## src/rtl/pipe_ctrl_pkg.sv

```systemverilog
// Shared types for the pipeline sequencer: state encodings (also used by the debug unit)
// and the bundle of pipeline-register enables/flushes with its hazard-priority decoder.
package pipe_ctrl_pkg;

  typedef enum logic [1:0] {
    ST_RUN   = 2'd0,
    ST_MWAIT = 2'd1,
    ST_HALT  = 2'd2,
    ST_STEP  = 2'd3
  } state_t;

  typedef struct packed {
    logic pc_en;
    logic ifid_en;
    logic ifid_flush;
    logic idex_en;
    logic idex_flush;
    logic exmem_en;
    logic memwb_en;
  } ctl_t;

  localparam ctl_t CTL_FREEZE = '0;
  localparam ctl_t CTL_FLOW   = '{pc_en: 1'b1, ifid_en: 1'b1, ifid_flush: 1'b0, idex_en: 1'b1,
                                  idex_flush: 1'b0, exmem_en: 1'b1, memwb_en: 1'b1};

  // A wrong-path ID instruction is discarded by the redirect, so the branch outranks load-use.
  function automatic ctl_t decode_ctl(input logic active, input logic dm_req,
                                      input logic dm_ack, input logic br_taken,
                                      input logic load_use);
    ctl_t c;
    c = CTL_FLOW;
    if (!active || (dm_req && !dm_ack)) begin
      c = CTL_FREEZE;
    end else if (br_taken) begin
      c.ifid_flush = 1'b1;
      c.idex_flush = 1'b1;
    end else if (load_use) begin
      c.pc_en      = 1'b0;
      c.ifid_en    = 1'b0;
      c.idex_flush = 1'b1;
    end
    return c;
  endfunction

endpackage

```

## src/rtl/pipe_ctrl_sat_cnt.sv

```systemverilog
// Saturating event counter: +1 per clock while inc is high, holds at all-ones, never wraps.
// Count is visible one cycle after the incrementing edge; no backpressure.
module sat_cnt #(
  parameter int W = 32
) (
  input  logic         clk,
  input  logic         rstn,
  input  logic         inc,
  output logic [W-1:0] q
);

  localparam logic [W-1:0] ONE = {{(W-1){1'b0}}, 1'b1};

  always_ff @(posedge clk or negedge rstn) begin
    if (!rstn) begin
      q <= '0;
    end else if (inc && (q != {W{1'b1}})) begin
      q <= q + ONE;
    end
  end

endmodule

```

## src/rtl/pipe_ctrl.sv

```systemverilog
// Pipeline sequencer: merges load-use/branch/data-memory hazards with debug run/step into
// per-register enables and flushes (combinational, same cycle); halted and counters are registered.
module pipe_ctrl
  import pipe_ctrl_pkg::*;
#(
  parameter int CNT_W = 32
) (
  input  logic             clk,
  input  logic             rstn,
  input  logic             load_use,
  input  logic             br_taken,
  input  logic             dm_req,
  input  logic             dm_ack,
  input  logic             dbg_run,
  input  logic             dbg_step,
  output logic             pc_en,
  output logic             ifid_en,
  output logic             ifid_flush,
  output logic             idex_en,
  output logic             idex_flush,
  output logic             exmem_en,
  output logic             memwb_en,
  output logic             halted,
  output logic [CNT_W-1:0] stall_cnt,
  output logic [CNT_W-1:0] flush_cnt
);

  state_t state;
  logic   ret_halt;
  logic   step_q;
  logic   step_rise;
  logic   active;
  logic   mem_stall;
  ctl_t   ctl;

  // MWAIT only evaluates the pipe on the cycle the memory completes.
  assign active    = (state == ST_RUN) || (state == ST_STEP) || ((state == ST_MWAIT) && dm_ack);
  assign mem_stall = active && dm_req && !dm_ack;
  assign step_rise = dbg_step && !step_q;

  assign ctl = rstn ? decode_ctl(active, dm_req, dm_ack, br_taken, load_use) : CTL_FREEZE;

  assign pc_en      = ctl.pc_en;
  assign ifid_en    = ctl.ifid_en;
  assign ifid_flush = ctl.ifid_flush;
  assign idex_en    = ctl.idex_en;
  assign idex_flush = ctl.idex_flush;
  assign exmem_en   = ctl.exmem_en;
  assign memwb_en   = ctl.memwb_en;

  always_ff @(posedge clk or negedge rstn) begin
    if (!rstn) begin
      state    <= ST_RUN;
      ret_halt <= 1'b0;
      step_q   <= 1'b0;
      halted   <= 1'b0;
    end else begin
      step_q <= dbg_step;
      case (state)
        ST_RUN: begin
          if (mem_stall) begin
            state    <= ST_MWAIT;
            ret_halt <= 1'b0;
            halted   <= 1'b0;
          end else if (!dbg_run) begin
            state  <= ST_HALT;
            halted <= 1'b1;
          end else begin
            halted <= 1'b0;
          end
        end
        ST_MWAIT: begin
          if (dm_ack && (ret_halt || !dbg_run)) begin
            state  <= ST_HALT;
            halted <= 1'b1;
          end else if (dm_ack) begin
            state  <= ST_RUN;
            halted <= 1'b0;
          end else begin
            halted <= 1'b0;
          end
        end
        ST_HALT: begin
          if (dbg_run) begin
            state  <= ST_RUN;
            halted <= 1'b0;
          end else if (step_rise) begin
            state  <= ST_STEP;
            halted <= 1'b0;
          end else begin
            halted <= 1'b1;
          end
        end
        ST_STEP: begin
          // A step that stalls on memory must come back to HALT, not RUN.
          if (mem_stall) begin
            state    <= ST_MWAIT;
            ret_halt <= 1'b1;
            halted   <= 1'b0;
          end else begin
            state  <= ST_HALT;
            halted <= 1'b1;
          end
        end
        default: begin
          state  <= ST_RUN;
          halted <= 1'b0;
        end
      endcase
    end
  end

  sat_cnt #(.W(CNT_W)) u_stall_cnt (
    .clk  (clk),
    .rstn (rstn),
    .inc  (!ctl.pc_en && (state != ST_HALT)),
    .q    (stall_cnt)
  );

  sat_cnt #(.W(CNT_W)) u_flush_cnt (
    .clk  (clk),
    .rstn (rstn),
    .inc  (ctl.ifid_flush),
    .q    (flush_cnt)
  );

endmodule

```

## config.mk

```make
export PLATFORM = sky130hd
export DESIGN_NAME = pipe_ctrl
export DESIGN_NICKNAME = d
export VERILOG_FILES = /design/src/rtl/pipe_ctrl_pkg.sv /design/src/rtl/pipe_ctrl_sat_cnt.sv /design/src/rtl/pipe_ctrl.sv
export SDC_FILE = /design/constraint.sdc
export NUM_CORES = 1
export LEC_CHECK = 0
export ABC_AREA = 1
export CORE_ASPECT_RATIO = 1.25
export CORE_UTILIZATION = 32
export DETAILED_ROUTE_END_ITERATION = 8
export SYNTH_ARGS = -nofsm -noshare
export SYNTH_HDL_FRONTEND = slang
export SYNTH_SLANG_ARGS = --single-unit
```

## constraint.sdc

```tcl
create_clock -name clk -period 2.2 [get_ports clk]
set_input_delay 0.22 -clock clk [delete_from_list [all_inputs] [get_ports clk]]
set_output_delay 0.22 -clock clk [all_outputs]
set_load 0.02 [all_outputs]
```

==> flow_metrics.env, run 1 <==
export IMPL_grtUsageTotal_pct=18.31
export IMPL_rows=49
export IMPL_ys_seq_elements=69
export IMPL_place_inst=1017
export IMPL_outcome="finished clean"
export IMPL_critPathBufInv=3
export IMPL_htree_levels=3
export IMPL_antenna_left=0
export IMPL_seqPwrFrac_pct=33.2
export IMPL_power_net_switching_mw=1.780
export IMPL_grt_pass1_vias=4331
export IMPL_routed_wl_mm=13.18
export IMPL_post_place_ws_ps=123.9
export IMPL_final_util_pct=41.81
export IMPL_core_sq_um=14410
export IMPL_crit_type="reg2out"
export IMPL_clockPowerShare_pct=33.4
export IMPL_path_delay_family="buffers and inverters"
export IMPL_drtIter0Drc=247
export IMPL_cts_tree="yes"
export IMPL_hold_viol_final=0
export IMPL_ioPinCount=80
export IMPL_final_cells=1034
export IMPL_num_fill_cells=1512
export IMPL_grt_overflow_total=0
export IMPL_synth_edf_count=0
export IMPL_layout_drive_gt1_share_pct=6.425
export IMPL_worstPathMaxFanout=4
export IMPL_async_reset_ff_share_pct=100.0
export IMPL_die_w_microns=110.7
export IMPL_hold_class="in2async"
export IMPL_clk_latency_ps=350
export IMPL_relSlewSlack_pct=41.29
export IMPL_critical_path_endpoint_type="primary output"
export IMPL_dp_hpwl_mm=9.942
export IMPL_areaGrowthSynthToFinish_pct=27.46
export IMPL_synth_cell_type_count=26
export IMPL_tns_ps=0
export IMPL_period_share_pct=92.36
export IMPL_required_ps=1980
export IMPL_critPathLaunchType="flip-flop"
export IMPL_maxSlewViolCount=0
export IMPL_drc=0
export IMPL_synth_area_sq_um=4726
export IMPL_numCtsBuffers=9
export IMPL_final_min_clock_period_ps=2032
export IMPL_critPathArrivalTime_ps=1810
export IMPL_gp_congestion=0.8514
export IMPL_io_buffers=79
export IMPL_n_antenna_cell=0
export IMPL_postCtsSetupBuffers=0
export IMPL_cts_max_path_buffers=2
export IMPL_grt_max_degree=67
export IMPL_drt_vias_per_instance=4.603
export IMPL_root_buffer="clkbuf_16"
export IMPL_syn_num_nets=778
export IMPL_ir_drop_v=0.0004201
export IMPL_tightest_slew_ps=880.6
export IMPL_antenna_found_initial=0
export IMPL_dieHeight_microns=137.9
export IMPL_internal_power_mw=2.846
export IMPL_ys_flop_type="dfrtp_1"
export IMPL_clkTransAtPathRegs_ps=50
export IMPL_clock_sinks=69
export IMPL_crit_chain="inv_1, ha_1, nand2_1, nand3_1, inv_1, dlygate4sd2_1"
export IMPL_via_count=4759
export IMPL_dr_pass1_iters=4
export IMPL_cpPeakStageDelay_ps=370
export IMPL_rsz0062_at_grt="false"
export IMPL_finalSetupViolCount=0
export IMPL_timing_max_cap_violations=0
export IMPL_powerDensity_nw_per_um2=768.1
export IMPL_netlist_instances=764
export IMPL_crit_path_top_delay_cell="dfrtp_1"
export IMPL_setup_ws_ps=168.0
export IMPL_synth_warnings=0
export IMPL_leakagePower_nw=2.781
export IMPL_clock_skew_ps=8.653
export IMPL_avgSynthCellArea_sq_um=6.186
export IMPL_start_util_pct=32.80
export IMPL_grt_pass1_wl_mm=21.70
export IMPL_nets=865
export IMPL_crit_top_cell="inv_1"
export IMPL_ys_seq_area_share_pct=36.54
export IMPL_combPwrFrac_pct=33.4
export IMPL_max_freq_mhz=492.1
export IMPL_final_area_sq_um=6023
export IMPL_place_area_sq_um=5718
export IMPL_dieArea_sq_um=15260
export IMPL_switching_share_pct=38.48
export IMPL_post_drt_wl_per_cell_microns=12.75
power by group through the flow:
stage	registers, mW	clock network, mW	logic [mW]
CTS	1.54	1.59	1.58
global placement	1.56	0	1.59
global route	1.56	1.64	1.72
detailed placement	1.56	0	1.60
finish	1.54	1.54	1.54
floorplan	1.66	0	0.965
layout make-up:
class / instances / area, sq um / area share [%]
inverter: 68 / 257.7 / 4.279
clock buffer: 10 / 239.0 / 3.968
multi-input combinational: 613 / 2650 / 44.00
clock inverter: 6 / 70.07 / 1.163
tap: 178 / 222.7 / 3.698
sequential: 69 / 1727 / 28.67
timing repair buffer: 90 / 857.1 / 14.23
cell usage in the layout (no fill, tap or decap), drive strengths merged:
cell / instances
dfrtp: 69
dlygate4sd3: 1
xnor2: 12
nand2: 409
a21oi: 1
buf: 11
dlygate4sd2: 5
inv: 70
clkdlybuf4s50: 71
nand4: 4
o31ai: 1
o21bai: 1
nor2: 110
clkbuf: 12
nor3b: 1
o21ai: 15
clkinvlp: 3
nand3: 39
bufinv: 1
nand3b: 1
xor2: 13
ha: 6
sequential cells by signal, summed over array words and instances, names as in the netlist:
name,cells
u_flush_cnt.q,32
u_stall_cnt.q,32
state,2
halted,1
ret_halt,1
step_q,1
timing repair:
item | CTS | global route
hold buffers | 1 | 0
gates cloned | 0 | 0
endpoints found under the setup margin | 7 | 4
gates resized for setup | 7 | 6
endpoints found under the hold margin | 3 | 0
synth_stat cells, types with 2 or more instances:
| library cell | count | share of area (%) |
|---|---|---|
| buf_2 | 9 | 0.95 |
| buf_4 | 3 | 0.48 |
| dfrtp_1 | 69 | 37 |
| ha_1 | 6 | 1.6 |
| inv_1 | 64 | 5.1 |
| inv_2 | 4 | 0.32 |
| nand2_1 | 393 | 31 |
| nand2_2 | 14 | 1.9 |
| nand2_4 | 2 | 0.48 |
| nand3_1 | 38 | 4.0 |
| nand4_1 | 4 | 0.53 |
| nor2_1 | 105 | 8.3 |
| nor2_2 | 3 | 0.40 |
| nor2_4 | 2 | 0.48 |
| o21ai_0 | 12 | 1.3 |
| o21ai_1 | 3 | 0.32 |
| xnor2_1 | 12 | 2.2 |
| xor2_1 | 13 | 2.4 |
logic make-up after synthesis:
logic type	count (synthesis)	share of synthesized area (%)
AO/OA/AOI/OAI	18	2.012
XOR/XNOR	25	4.633
AND/OR/NAND/NOR	564	47.84
buffers and inverters	82	7.387
adder cells (fa/ha/maj)	6	1.589
flip-flops	69	36.54
per-layer routing:
layer  share of wire [%]  wire, microns  up-vias  GRT usage, %
met5                   0              0        -             0
met4                 2.7            357        0         8.667
met3                 3.9            516       22         3.671
met2                  50           6612       97         31.85
met1                  43           5695     2144         21.79
li1                    -              -     2496             -
per-stage QoR:
stage          power, mW  hold WS, ps
2_1_floorplan      2.626       -75.59
3_3_place_gp       3.155        35.90
3_5_place_dp       3.167        35.46
4_1_cts            4.704        211.4
5_1_grt            4.922        240.3
6_report           4.626        220.1
final timing paths:
path                            startpoint                 to  slack (ps)  cells past startpoint
worst max-delay path              state[0]            idex_en         170                      6
worst max register to register    state[1]  u_stall_cnt.q[23]         260                     10
worst min register to register    ret_halt           ret_halt         530                      2
max in group asynchronous             rstn   u_stall_cnt.q[2]         920                      3
min in group clk                  dbg_step             step_q         340                      1
worst min-delay path                  rstn             step_q         220                      2
No activity file was read; power rests on OpenSTA's default activity.
==> run 2: changes to the inputs <==
Settings changed: ABC_AREA 1 to unset, GPL_ROUTABILITY_DRIVEN set to 0.
==> flow_metrics.env, run 2 <==
export IMPL_ir_drop_v=0.0007339
export IMPL_leakagePower_nw=2.205
export IMPL_post_drt_wl_per_cell_microns=14.81
export IMPL_die_w_microns=95.76
export IMPL_critPathLaunchType="flip-flop"
export IMPL_critPathArrivalTime_ps=2360
export IMPL_max_freq_mhz=472.9
export IMPL_clock_skew_ps=3.980
export IMPL_clockPowerShare_pct=30.0
export IMPL_synth_warnings=0
export IMPL_rsz0062_at_grt="true"
export IMPL_drc=0
export IMPL_crit_path_top_delay_cell="or3_4"
export IMPL_antenna_found_initial=0
export IMPL_grt_overflow_total=0
export IMPL_drt_vias_per_instance=5.064
export IMPL_period_share_pct=96.11
export IMPL_final_cell_mix="clkdlybuf4s50_1, dfrtp_1, xnor2_1, buf_4, xor2_1"
export IMPL_yosysMostFrequentCell="dfrtp_1"
export IMPL_grtUsageTotal_pct=15.92
export IMPL_via_count=2947
export IMPL_maxSlewViolCount=0
export IMPL_cts_max_path_buffers=2
export IMPL_synthTopCellsByArea="dfrtp_1, xnor2_1, xor2_1, nand3_1, nand4_1"
export IMPL_synth_area_sq_um=3516
export IMPL_largestRegisters="u_flush_cnt.q: 32 flops, u_stall_cnt.q: 32 flops, state: 2 flops"
export IMPL_routed_wl_mm=8.622
export IMPL_dieHeight_microns=119.2
export IMPL_final_common_cell="clkdlybuf4s50_1"
export IMPL_internal_power_mw=2.849
export IMPL_clkTransAtPathRegs_ps=50
export IMPL_async_reset_ff_share_pct=100.0
export IMPL_setup_ws_ps=85.50
export IMPL_ioPinCount=80
export IMPL_critical_path_endpoint_type="flip-flop"
export IMPL_finalSetupViolCount=0
export IMPL_combPwrFrac_pct=33.5
export IMPL_avgSynthCellArea_sq_um=10.53
export IMPL_nets=461
export IMPL_netlist_instances=334
export IMPL_netlist_top_cell_by_area="dfrtp_1"
export IMPL_yosys_area_top_type_share_pct=49.11
export IMPL_core_sq_um=10620
export IMPL_ys_seq_elements=69
export IMPL_required_ps=2450
export IMPL_powerDensity_nw_per_um2=817.5
export IMPL_clk_latency_ps=330
export IMPL_antenna_left=0
export IMPL_synthTopCellsByCount="dfrtp_1, xnor2_1, xor2_1, nand3_1, nand2_1"
export IMPL_grt_max_degree=43
export IMPL_ys_seq_area_share_pct=49.11
export IMPL_synth_cell_type_count=44
export IMPL_crit_chain="inv_2, ha_4, o21bai_4, nand4_1, or3_4, buf_12, nor4b_4, xor2_1"
export IMPL_worstPathMaxFanout=12
export IMPL_syn_num_nets=348
export IMPL_outcome="finished clean"
export IMPL_switching_share_pct=31.70
export IMPL_post_place_ws_ps=-94.75
export IMPL_root_buffer="clkbuf_16"
export IMPL_n_antenna_cell=0
export IMPL_relSlewSlack_pct=62.80
export IMPL_numCtsBuffers=9
export IMPL_tightest_slew_ps=552.9
export IMPL_start_util_pct=33.12
export IMPL_layout_drive_gt1_share_pct=17.56
export IMPL_power_net_switching_mw=1.322
export IMPL_final_min_clock_period_ps=2115
export IMPL_clock_sinks=69
export IMPL_tns_ps=0
export IMPL_drtIter0Drc=76
export IMPL_rows=42
export IMPL_timing_max_cap_violations=0
export IMPL_cts_tree="yes"
export IMPL_htree_levels=3
export IMPL_seqPwrFrac_pct=36.4
export IMPL_dieArea_sq_um=11410
export IMPL_hold_viol_final=0
export IMPL_io_buffers=79
export IMPL_grt_pass1_wl_mm=14.02
export IMPL_areaGrowthSynthToFinish_pct=45.12
export IMPL_crit_type="reg2reg"
export IMPL_ys_flop_type="dfrtp_1"
export IMPL_dp_hpwl_mm=6.082
export IMPL_synth_edf_count=0
export IMPL_grt_pass1_vias=2851
export IMPL_cpPeakStageDelay_ps=420
export IMPL_hold_class="in2async"
export IMPL_dr_pass1_iters=4
==> run 2: cell types whose count changed after synthesis, sizes merged, moves of 12 or more <==
cell / previous run / this run
o21ai: 15 / 1
nand2: 409 / 23
nor3: 0 / 16
nor4: 0 / 13
nor2: 110 / 11
nand4: 4 / 19
inv: 68 / 12
xnor2: 12 / 33
xor2: 13 / 26
nand3: 39 / 27
==> run 2: metal layers <==
layer	routed length [microns]	global-route usage (%)	vias up	share of wire, %
li1	-	-	1424	-
met1	3939	20.86	1439	46
met2	4223	25.22	74	49
met3	358	3.576	10	4.2
met4	102	6.250	0	1.2
met5	0	0	-	0
==> run 2: layout make-up <==
type | instances | area, sq um
fill | 979 | 5513
multi-input combinational | 241 | 1849
clock inverter | 3 | 15.01
inverter | 12 | 45.04
timing repair buffer | 114 | 1069
clock buffer | 11 | 232.7
sequential | 69 | 1727
tap | 132 | 165.2
==> run 2: logic make-up (layout without fill, tap and decap cells) <==
kind of cell    count (synthesis)  count (layout)  synth area share, %
simple gates                  155             155                26.16
flops                          69              69                49.11
xor+xnor                       59              59                14.70
buf+inv                        24             140                3.309
compound gates                 17              17                3.345
fa+ha+maj                       6               6                2.135
mux                             4               4                1.245
==> run 2: final timing paths <==
kind,depth (start not counted),to,start,slack [ps]
min in group clk,1,step_q,dbg_step,370
max,8,u_flush_cnt.q[27],state[0],90
max in group asynchronous,3,u_stall_cnt.q[24],rstn,1100
min,2,step_q,rstn,320
min reg2reg,1,u_flush_cnt.q[8],u_flush_cnt.q[8],490
max reg2reg,8,u_flush_cnt.q[27],state[0],90
==> run 2: power by group through the flow <==
stage | clock network, mW | registers (mW) | logic [mW]
after floorplan | 0 | 1.68 | 0.556
after global placement | 0 | 1.53 | 1.31
after detailed placement | 0 | 1.53 | 1.33
after CTS | 1.29 | 1.52 | 1.31
after global routing | 1.35 | 1.54 | 1.51
final | 1.25 | 1.52 | 1.40
==> run 2: per-stage QoR <==
step           hold WS, ps  instances  util (%)  total power [mW]  area (sq um)
2_1_floorplan       -75.59        334         -             2.234          3521
4_1_cts              308.2        581     46.56             4.123          4942
5_1_grt              336.7        582     48.07             4.391          5102
6_report             317.8        582     48.07             4.171          5102
3_3_place_gp         70.05        566     43.79             2.838          4648
3_5_place_dp         71.37        566     43.79             2.860          4648
==> run 2: repair_timing <==
action | CTS | global route
endpoints found under the setup margin | 18 | 38
pin swaps | 1 | 6
hold buffers | 1 | 0
hold endpoints to repair | 3 | 0
gates resized for setup | 19 | 27
buffers inserted | 0 | 1
==> run 2: critical path: cells and delay by family, from the launching register on <==
kind	cells	cell delay [ps]
simple gates	3	810
xor+xnor	1	180
flops	1	390
fa+ha+maj	1	220
buf+inv	2	260
compound gates	1	170
